[config.mk]
export PLATFORM = sky130hd
export DESIGN_NAME = hazard_fwd_ctrl
export DESIGN_NICKNAME = d
export VERILOG_FILES = /design/src/rtl/hazard_pkg.sv /design/src/rtl/fwd_unit.sv /design/src/rtl/hazard_fwd_ctrl.sv
export SDC_FILE = /design/constraint.sdc
export NUM_CORES = 1
export LEC_CHECK = 0
export ABC_AREA = 1
export ABC_CLOCK_PERIOD_IN_PS = 1300
export CORE_UTILIZATION = 35
export DETAILED_ROUTE_END_ITERATION = 12
export PLACE_DENSITY = 0.8
export SYNTH_ARGS = -nofsm -noshare
export SYNTH_HDL_FRONTEND = slang
export SYNTH_SLANG_ARGS = --single-unit
[constraint.sdc]
create_clock -name clk -period 1.3 [get_ports clk]
set_clock_uncertainty 0.05 [all_clocks]
set_input_delay 0.13 -clock clk [delete_from_list [all_inputs] [get_ports clk]]
set_output_delay 0.13 -clock clk [all_outputs]
set_load 0.02 [all_outputs]
[src/rtl/hazard_pkg.sv]
`default_nettype none
// ============================================================================
//  Module      : hazard_pkg
//  Description : Shared types and constants for the hazard/forwarding
//                controller of the 5-stage ARM32 core.
//                fwd_sel_t   - EXE operand mux select encoding
//                mem_state_t - SRAM wait sequencer states
//                REG_W       - register tag width
//  Revision    : 1.0 - initial release
// ============================================================================
package hazard_pkg;

   localparam int REG_W = 4;

   typedef enum logic [1:0] {
      FWD_REG = 2'b00,   // operand from register file
      FWD_MEM = 2'b01,   // operand from MEM-stage ALU result
      FWD_WB  = 2'b10    // operand from WB-stage value
   } fwd_sel_t;

   typedef enum logic {
      IDLE = 1'b0,
      WAIT = 1'b1
   } mem_state_t;

endpackage : hazard_pkg
`default_nettype wire

[src/rtl/fwd_unit.sv]
`default_nettype none
// ============================================================================
//  Module      : fwd_unit
//  Description : Combinational forwarding select for one EXE source operand.
//                MEM-stage result has priority over WB-stage value; output
//                is forced to FWD_REG when forwarding is disabled.
//  Ports       : fwd_en              forwarding enable
//                src                 source tag of the instruction in EXE
//                dest_mem, wb_en_mem MEM-stage destination and write enable
//                dest_wb,  wb_en_wb  WB-stage destination and write enable
//                sel                 operand mux select
//  Revision    : 1.0 - initial release
// ============================================================================
module fwd_unit
   import hazard_pkg::*;
(
   input  logic             fwd_en,
   input  logic [REG_W-1:0] src,
   input  logic [REG_W-1:0] dest_mem,
   input  logic             wb_en_mem,
   input  logic [REG_W-1:0] dest_wb,
   input  logic             wb_en_wb,
   output fwd_sel_t         sel
);

   always_comb begin
      sel = FWD_REG;
      if (fwd_en) begin
         if (wb_en_mem && (dest_mem == src))
            sel = FWD_MEM;
         else if (wb_en_wb && (dest_wb == src))
            sel = FWD_WB;
      end
   end

endmodule : fwd_unit
`default_nettype wire

[src/rtl/hazard_fwd_ctrl.sv]
`default_nettype none
// ============================================================================
//  Module      : hazard_fwd_ctrl
//  Description : Hazard detection, operand forwarding and SRAM wait
//                sequencing for the 5-stage ARM32 pipeline.
//  Parameters  : MEM_TIMEOUT - max WAIT cycles before forced release (>=2)
//                CNT_W       - performance counter width (counters only)
//  Options     : HAZARD_PERF_CNT_EN - adds saturating stall_cnt (hazard
//                cycles) and memwait_cnt (freeze_pipe cycles) outputs.
//  Ports       : clk, rst (async, active-high)
//                fwd_en                       forwarding / stall-only mode
//                src1_ID, src2_ID, two_src_ID ID-stage source tags
//                src1_FWRD, src2_FWRD         EXE-stage source tags
//                dest_/WB_EN_/MEM_R_EN_ EXE, MEM, WB destination info
//                mem_req_MEM, mem_ready       SRAM handshake
//                B_EXE                        branch taken in EXE
//                sel_src1, sel_src2           EXE operand mux selects
//                freeze_IF, flush_IFID, flush_IDEXE, freeze_pipe
//                mem_timeout                  sticky WAIT timeout flag
//  Revision    : 1.0 - initial release
// ============================================================================
module hazard_fwd_ctrl
   import hazard_pkg::*;
#(
   parameter int MEM_TIMEOUT = 64
`ifdef HAZARD_PERF_CNT_EN
   ,
   parameter int CNT_W       = 16
`endif
)
(
   input  logic             clk,
   input  logic             rst,
   input  logic             fwd_en,
   input  logic [REG_W-1:0] src1_ID,
   input  logic [REG_W-1:0] src2_ID,
   input  logic             two_src_ID,
   input  logic [REG_W-1:0] src1_FWRD,
   input  logic [REG_W-1:0] src2_FWRD,
   input  logic [REG_W-1:0] dest_EXE,
   input  logic             WB_EN_EXE,
   input  logic             MEM_R_EN_EXE,
   input  logic [REG_W-1:0] dest_MEM,
   input  logic             WB_EN_MEM,
   input  logic             mem_req_MEM,
   input  logic             mem_ready,
   input  logic [REG_W-1:0] dest_WB,
   input  logic             WB_EN_WB,
   input  logic             B_EXE,
   output logic [1:0]       sel_src1,
   output logic [1:0]       sel_src2,
   output logic             freeze_IF,
   output logic             flush_IFID,
   output logic             flush_IDEXE,
   output logic             freeze_pipe,
   output logic             mem_timeout
`ifdef HAZARD_PERF_CNT_EN
   ,
   output logic [CNT_W-1:0] stall_cnt,
   output logic [CNT_W-1:0] memwait_cnt
`endif
);

   localparam int                  c_WCNT_W    = $clog2(MEM_TIMEOUT);
   localparam logic [c_WCNT_W-1:0] c_WCNT_LAST = c_WCNT_W'(MEM_TIMEOUT - 1);

   // ------------------------------------------------------------------------
   // Forwarding selects
   // ------------------------------------------------------------------------
   fwd_sel_t w_sel1;
   fwd_sel_t w_sel2;

   fwd_unit u_fwd_src1 (
      .fwd_en    (fwd_en),
      .src       (src1_FWRD),
      .dest_mem  (dest_MEM),
      .wb_en_mem (WB_EN_MEM),
      .dest_wb   (dest_WB),
      .wb_en_wb  (WB_EN_WB),
      .sel       (w_sel1)
   );

   fwd_unit u_fwd_src2 (
      .fwd_en    (fwd_en),
      .src       (src2_FWRD),
      .dest_mem  (dest_MEM),
      .wb_en_mem (WB_EN_MEM),
      .dest_wb   (dest_WB),
      .wb_en_wb  (WB_EN_WB),
      .sel       (w_sel2)
   );

   // Every output is held at 0 while rst is asserted, even though the
   // combinational paths would otherwise follow the live inputs.
   assign sel_src1 = rst ? 2'b00 : w_sel1;
   assign sel_src2 = rst ? 2'b00 : w_sel2;

   // ------------------------------------------------------------------------
   // Data hazard detection
   // ------------------------------------------------------------------------
   logic w_match_exe;
   logic w_match_mem;
   logic w_hz;

   assign w_match_exe = (dest_EXE == src1_ID) || (two_src_ID && (dest_EXE == src2_ID));
   assign w_match_mem = (dest_MEM == src1_ID) || (two_src_ID && (dest_MEM == src2_ID));

   // With forwarding only a load in EXE cannot be bypassed; without it any
   // pending write in EXE or MEM must drain first.
   assign w_hz = fwd_en ? (WB_EN_EXE && MEM_R_EN_EXE && w_match_exe)
                        : ((WB_EN_EXE && w_match_exe) || (WB_EN_MEM && w_match_mem));

   // ------------------------------------------------------------------------
   // SRAM wait sequencer
   // ------------------------------------------------------------------------
   mem_state_t          r_state;
   mem_state_t          w_state_nxt;
   logic [c_WCNT_W-1:0] r_wait_cnt;
   logic                w_timeout_exit;
   logic                r_mem_timeout;
   logic                w_freeze_pipe;

   always_comb begin
      w_state_nxt    = r_state;
      w_timeout_exit = 1'b0;
      case (r_state)
         IDLE: begin
            if (mem_req_MEM && !mem_ready)
               w_state_nxt = WAIT;
         end
         WAIT: begin
            if (mem_ready) begin
               w_state_nxt = IDLE;
            end else if (r_wait_cnt == c_WCNT_LAST) begin
               w_state_nxt    = IDLE;
               w_timeout_exit = 1'b1;
            end
         end
         default: w_state_nxt = IDLE;
      endcase
   end

   always_ff @(posedge clk or posedge rst) begin
      if (rst) begin
         r_state       <= IDLE;
         r_wait_cnt    <= '0;
         r_mem_timeout <= 1'b0;
      end else begin
         r_state <= w_state_nxt;
         // Counter runs only while staying in WAIT, so it is zero on every
         // entry to WAIT and cleared on every return to IDLE.
         if ((r_state == WAIT) && (w_state_nxt == WAIT))
            r_wait_cnt <= r_wait_cnt + 1'b1;
         else
            r_wait_cnt <= '0;
         if (w_timeout_exit)
            r_mem_timeout <= 1'b1;
      end
   end

   // Decoded from the IDLE state too, so the pipe is already frozen in the
   // first cycle the SRAM fails to answer.
   assign w_freeze_pipe = !rst && (((r_state == IDLE) && mem_req_MEM && !mem_ready) ||
                                   ((r_state == WAIT) && !mem_ready));

   assign freeze_pipe = w_freeze_pipe;
   assign mem_timeout = r_mem_timeout;

   // ------------------------------------------------------------------------
   // Pipeline register controls: SRAM freeze > branch > hazard
   // ------------------------------------------------------------------------
   always_comb begin
      freeze_IF   = 1'b0;
      flush_IFID  = 1'b0;
      flush_IDEXE = 1'b0;
      if (!rst && !w_freeze_pipe) begin
         if (B_EXE) begin
            flush_IFID  = 1'b1;
            flush_IDEXE = 1'b1;
         end else if (w_hz) begin
            freeze_IF   = 1'b1;
            flush_IDEXE = 1'b1;
         end
      end
   end

`ifdef HAZARD_PERF_CNT_EN
   // ------------------------------------------------------------------------
   // Saturating performance counters
   // ------------------------------------------------------------------------
   logic [CNT_W-1:0] r_stall_cnt;
   logic [CNT_W-1:0] r_memwait_cnt;

   always_ff @(posedge clk or posedge rst) begin
      if (rst) begin
         r_stall_cnt   <= '0;
         r_memwait_cnt <= '0;
      end else begin
         if (w_hz && (r_stall_cnt != {CNT_W{1'b1}}))
            r_stall_cnt <= r_stall_cnt + 1'b1;
         if (w_freeze_pipe && (r_memwait_cnt != {CNT_W{1'b1}}))
            r_memwait_cnt <= r_memwait_cnt + 1'b1;
      end
   end

   assign stall_cnt   = r_stall_cnt;
   assign memwait_cnt = r_memwait_cnt;
`endif

endmodule : hazard_fwd_ctrl
`default_nettype wire

Word level (Yosys, flattened, before mapping)
Index checks and enable logic that the tools add are counted.

word-level totals
  register bits = 8

cells by class
  $add $sub $neg = 1
  eq/ne operators = 9
  muxes and demuxes = 24
  bitwise operators = 1
  reductions and logical operators = 24

operators by type and width
  kind                 count
  $eq 4x4->1           8
  $logic_and 1x1->1    17
  $mux 2               8
  $mux 1               14
  $add 6x1->6 const B  1
  $eq 6x6->1 const B   1
  $mux 6               1
  $logic_or 1x1->1     4
  $logic_not 1->1      3
  $pmux 1 s2           1
  $not 1->1            1

Longest topological paths before layout
Gate-level depths: netlist of run 1.

  depth in word-level cells = 9
  mapped depth = 11
  mapped depth without buffers = 10

Cells and area by module
Synthesis of run 1 repeated with hierarchy kept, for this count alone.

second synthesis, totals
  cells, all modules = 222
  area, all modules = 1109.8 um^2

by module, submodules not included
  module           times used  cells each  area an instance (um^2)  seq. area each (um^2)
  hazard_fwd_ctrl  1           126         719.4                    200.2
  fwd_unit         2           48          195.2                    0.0

Worst setup path before layout of run 1
Ideal clock, no wire load.

  path type = in2out
  from = input port rst
  to = output port sel_src1[1]
  data arrival time = 1021 ps
  setup slack = 99 ps
  stages on the path = 7
  path through = inv_1 nand2_1 nor2_1 nand2_1 nor4_1 nand2_1 inv_1

between the ends
  cells in the longest elaborated chain, start to end = 1

RTL lines
  what             RTL line               text
  start, declared  hazard_fwd_ctrl.sv:33  input logic rst,
  $mux 2           hazard_fwd_ctrl.sv:95  assign sel_src1 = rst ? 2'b00 : w_sel1;
  end, declared    hazard_fwd_ctrl.sv:50  output logic [1:0] sel_src1,

Every way passes these cells.

Final worst setup path of run 1
  from = register r_state
  to = output port freeze_IF

between the ends
  cells in the longest elaborated chain, start to end = 8
  elaborated cells on any way between the ends = 9
  classes of those cells = mux: 1; bitwise: 1; reduce/logical: 7

RTL lines
  what                             RTL line                text
  start, declared                  hazard_fwd_ctrl.sv:116  mem_state_t r_state;
  start signal, assigned           hazard_fwd_ctrl.sv:149  r_state <= w_state_nxt;
  $not 1->1                        hazard_fwd_ctrl.sv:163  assign w_freeze_pipe = !rst && (((r_state == IDLE) && mem_req_MEM && !mem_ready) ||
  $logic_and 1x1->1 (2 in series)  hazard_fwd_ctrl.sv:163
  $logic_or 1x1->1 *               hazard_fwd_ctrl.sv:163
  $logic_and 1x1->1 *              hazard_fwd_ctrl.sv:163
  $logic_not 1->1 *                hazard_fwd_ctrl.sv:176  if (!rst && !w_freeze_pipe) begin
  $logic_and 1x1->1 *              hazard_fwd_ctrl.sv:176
  $mux 1 *                         hazard_fwd_ctrl.sv:176
  end, declared                    hazard_fwd_ctrl.sv:52   output logic freeze_IF,

Mark *: on every way between the ends. The rest lies on a longest branch, timed or not.

==> flow_summary_export.csv, run 1 <==
group,metric,value,unit
timing,final.period_utilization,111,%
floorplan,io_pins,48,
timing,worst_slew_pin_slew,405,ps
floorplan,rows,18,
power_and_ir_drop,p_leak,0.860,nW
logic_synthesis,synthesis.area,911,um^2
floorplan,dieArea,2810,um^2
grt,grt_max_degree,9,
timing,rsz0062_at_grt,"yes",
grt,grt_pass1_vias,1019,
placement,placed_cell_area,1510,um^2
floorplan,die_y,53.0,um
final_layout,final_util,62.2,%
final_layout,drive_gt1_share,27.9,%
logic_synthesis,synthAdderAreaFrac,1.37,%
setup_path,worst_setup_path_end_kind,"output port",
run_status,status,"finished with violations",
clock_tree,cts_sinks,8,
setup_path,worstPathMaxFanout,2,
timing,setup-violations-final,3,
final_layout,final_area,1540,um^2
clock_tree,cts.root.buffer_cell,"clkbuf_4",
clock_tree,htree_num_levels,1,
power_and_ir_drop,ir_drop,0.627,mV
floorplan,die_w,53.0,um
setup_path,slowest_delay,400,ps
setup_path,worst-endpoint-required,1120,ps
clock_tree,insertion_delay,260,ps
logic_synthesis,synth_top_family_by_area,"simple AND/OR/NAND/NOR gates",
route,via_count,1147,
timing,maxSlewViolCount,0,
grt,grt_usage,20.1,%
route,antenna_left,0,
logic_synthesis,synthArstFlopShare,100,%
logic_synthesis,synth_xor_area_share,16.3,%
min_path,hp-class,"reg -> reg",
timing,setup_tns,-393,ps
setup_path,critPathBufInv,2,
placement,globalplace.congestion,0.817,
power_and_ir_drop,power_density,571,nW/um^2
clock_tree,cts_buffers,3,
clock_tree,cts_tree,"built",
logic_synthesis,synth-compound-area-share,8.79,%
logic_synthesis,synth_simple_gate_area_share,38.7,%
logic_synthesis,ys_warn_count,0,
setup_path,startpoint_type,"flop",
logic_synthesis,synth_edf_count,0,
floorplan,initial_utilization,36.8,%
logic_synthesis,avgSynthCellArea,5.91,um^2
clock_tree,clk_path_buf_depth,2,
timing,maxSlewHeadroom,72.9,%
route,wl_per_cell,10.8,um
logic_synthesis,postSynthCellCount,154,
logic_synthesis,yosysSeqAreaShare,22.0,%
job,max_cap_violations,0,
logic_synthesis,yosysUniqueCellTypes,25,
logic_synthesis,syn-num-nets,194,
setup_path,path_delay_family,"flip-flops",
timing,setup_ws,-143,ps
logic_synthesis,ys_seq_elements,8,
route,drtPass1Iterations,4,
setup_path,path_class,"reg -> out",
timing,timing.fmax,0.693,GHz
logic_synthesis,ys.flop_type,"dfrtp_1",
placement,io_buffer_count,47,
final_layout,fin_cells,249,
grt,grt_pass1_wl,4.09,mm
route,drc,0,
grt,antenna_found_initial,0,
timing,holdWs,416,ps
setup_path,arrival,1260,ps
placement,dp_hpwl,1.96,mm
route,via_per_inst,4.61,
placement,placed_cells,243,
final_layout,antennaDiodeCount,0,
setup_path,slowest_stage,"dfrtp_1",
final_layout,nets,261,
floorplan,core,2480,um^2
run_status,violations,"setup timing",
grt,grt-ovfl-total,0,
timing,final.min_clock_period,1440,ps
route,finalWirelength,2.70,mm
logic_synthesis,synthMuxAreaShare,0,%
route,drt_iter0_drc,20,
final_layout,area_delta_synth_final,69.1,%
clock_tree,path_clk_slew,60,ps
timing,hold_viol_final,0,
setup_path,path_cells,"o21ai_2 > nand2_1 > inv_2 > nand2_4 > nor2_4 > buf_6",
path summary, 6_finish.rpt:
check / cells after the start / slack (ps) / from / to
setup / recovery: 6 / -140 / r_state$_DFF_PP0_ / freeze_IF
hold / removal: 1 / 420 / mem_timeout$_DFFE_PP0P_ / mem_timeout$_DFFE_PP0P_
setup reg to reg: 7 / 30 / r_wait_cnt[0]$_DFF_PP0_ / r_state$_DFF_PP0_
hold reg to reg: 1 / 420 / mem_timeout$_DFFE_PP0P_ / mem_timeout$_DFFE_PP0P_
max in group asynchronous: 4 / 440 / rst / r_wait_cnt[3]$_DFF_PP0_
min in group asynchronous: 4 / 480 / rst / r_state$_DFF_PP0_
cell usage after synthesis (3+ instances only):
| cell type | number | share of area (%) |
|---|---|---|
| nand4_1 | 3 | 2.1 |
| xnor2_1 | 5 | 4.8 |
| inv_1 | 25 | 10 |
| dfrtp_1 | 8 | 22 |
| a21oi_1 | 6 | 3.3 |
| nand2_1 | 46 | 19 |
| xor2_1 | 12 | 12 |
| inv_2 | 3 | 1.2 |
| nand3_1 | 4 | 2.2 |
| nor2_1 | 23 | 9.5 |
report_power, final:
group          switching, mW  internal (mW)
registers             0.0125          0.267
clock network         0.0905          0.106
logic                  0.203          0.201
total                  0.306          0.574
area by class of cell:
type | count | area, um^2
tap | 30 | 37.5
fill | 247 | 937
sequential | 8 | 200
multi-input combinational | 117 | 649
clock buffer | 3 | 22.5
inverter | 28 | 108
timing repair buffer | 63 | 523
per-layer routing:
layer | share of wire, % | vias to the layer above | global-route usage (%)
met5 | 0 | - | 0
li1 | - | 602 | -
met1 | 41 | 506 | 22.7
met4 | 0.63 | 0 | 4.82
met3 | 5.5 | 2 | 5.46
met2 | 52 | 37 | 36.7
timing repair:
| item | 4_1_cts | 5_1_grt |
|---|---|---|
| pin swaps | 13 | 18 |
| endpoints found under the hold margin | 8 | 0 |
| buffers inserted | 1 | 2 |
| hold buffers | 1 | 0 |
| endpoints found under the setup margin | 11 | 13 |
| resized for setup | 107 | 22 |
registers in the layout, indices dropped and copies added, names as in the netlist:
register / count
r_wait_cnt: 6
mem_timeout: 1
r_state: 1
cells by family (layout without fill, tap and decap cells):
| group | after synthesis | count (layout) |
|---|---|---|
| DFF | 8 | 8 |
| adders and majority gates | 1 | 1 |
| xor gates and xnor gates | 17 | 17 |
| and+or+nand+nor | 85 | 85 |
| AOI/OAI and AO/OA | 14 | 14 |
| buffers and inverters | 29 | 94 |
through the flow:
step	power, mW	worst slack, ps
6_report	0.880	-143
5_1_grt	0.946	-206
3_3_place_gp	0.685	-825
2_1_floorplan	0.457	98.5
3_5_place_dp	0.689	-848
4_1_cts	0.874	-123
cell usage in the layout (no fill, tap or decap), types with 2 or more instances in the layout:
cell type / instances
nand2_1: 41
dlygate4sd2_1: 23
nor2_1: 21
inv_1: 18
buf_4: 18
xor2_1: 12
inv_2: 9
dfrtp_1: 8
nand2_2: 6
a21oi_1: 6
xnor2_1: 5
clkdlybuf4s50_1: 5
buf_2: 5
buf_6: 5
nand3_1: 4
nand4_1: 3
clkbuf_4: 3
clkbuf_2: 3
clkdlybuf4s15_1: 3
o21ai_1: 2
o22ai_1: 2
nor2_2: 2
(Power assumes the default switching activity.)
==> inputs of run 2 (changes only) <==
--- a/config.mk
+++ b/config.mk
@@ -9,6 +9,7 @@
 export ABC_CLOCK_PERIOD_IN_PS = 1300
 export CORE_UTILIZATION = 35
 export DETAILED_ROUTE_END_ITERATION = 12
+export GPL_ROUTABILITY_DRIVEN = 0
 export PLACE_DENSITY = 0.8
 export SYNTH_ARGS = -nofsm -noshare
 export SYNTH_HDL_FRONTEND = slang
==> results of run 2 <==
Final layout, timing and power as in run 1 (identical DEF).
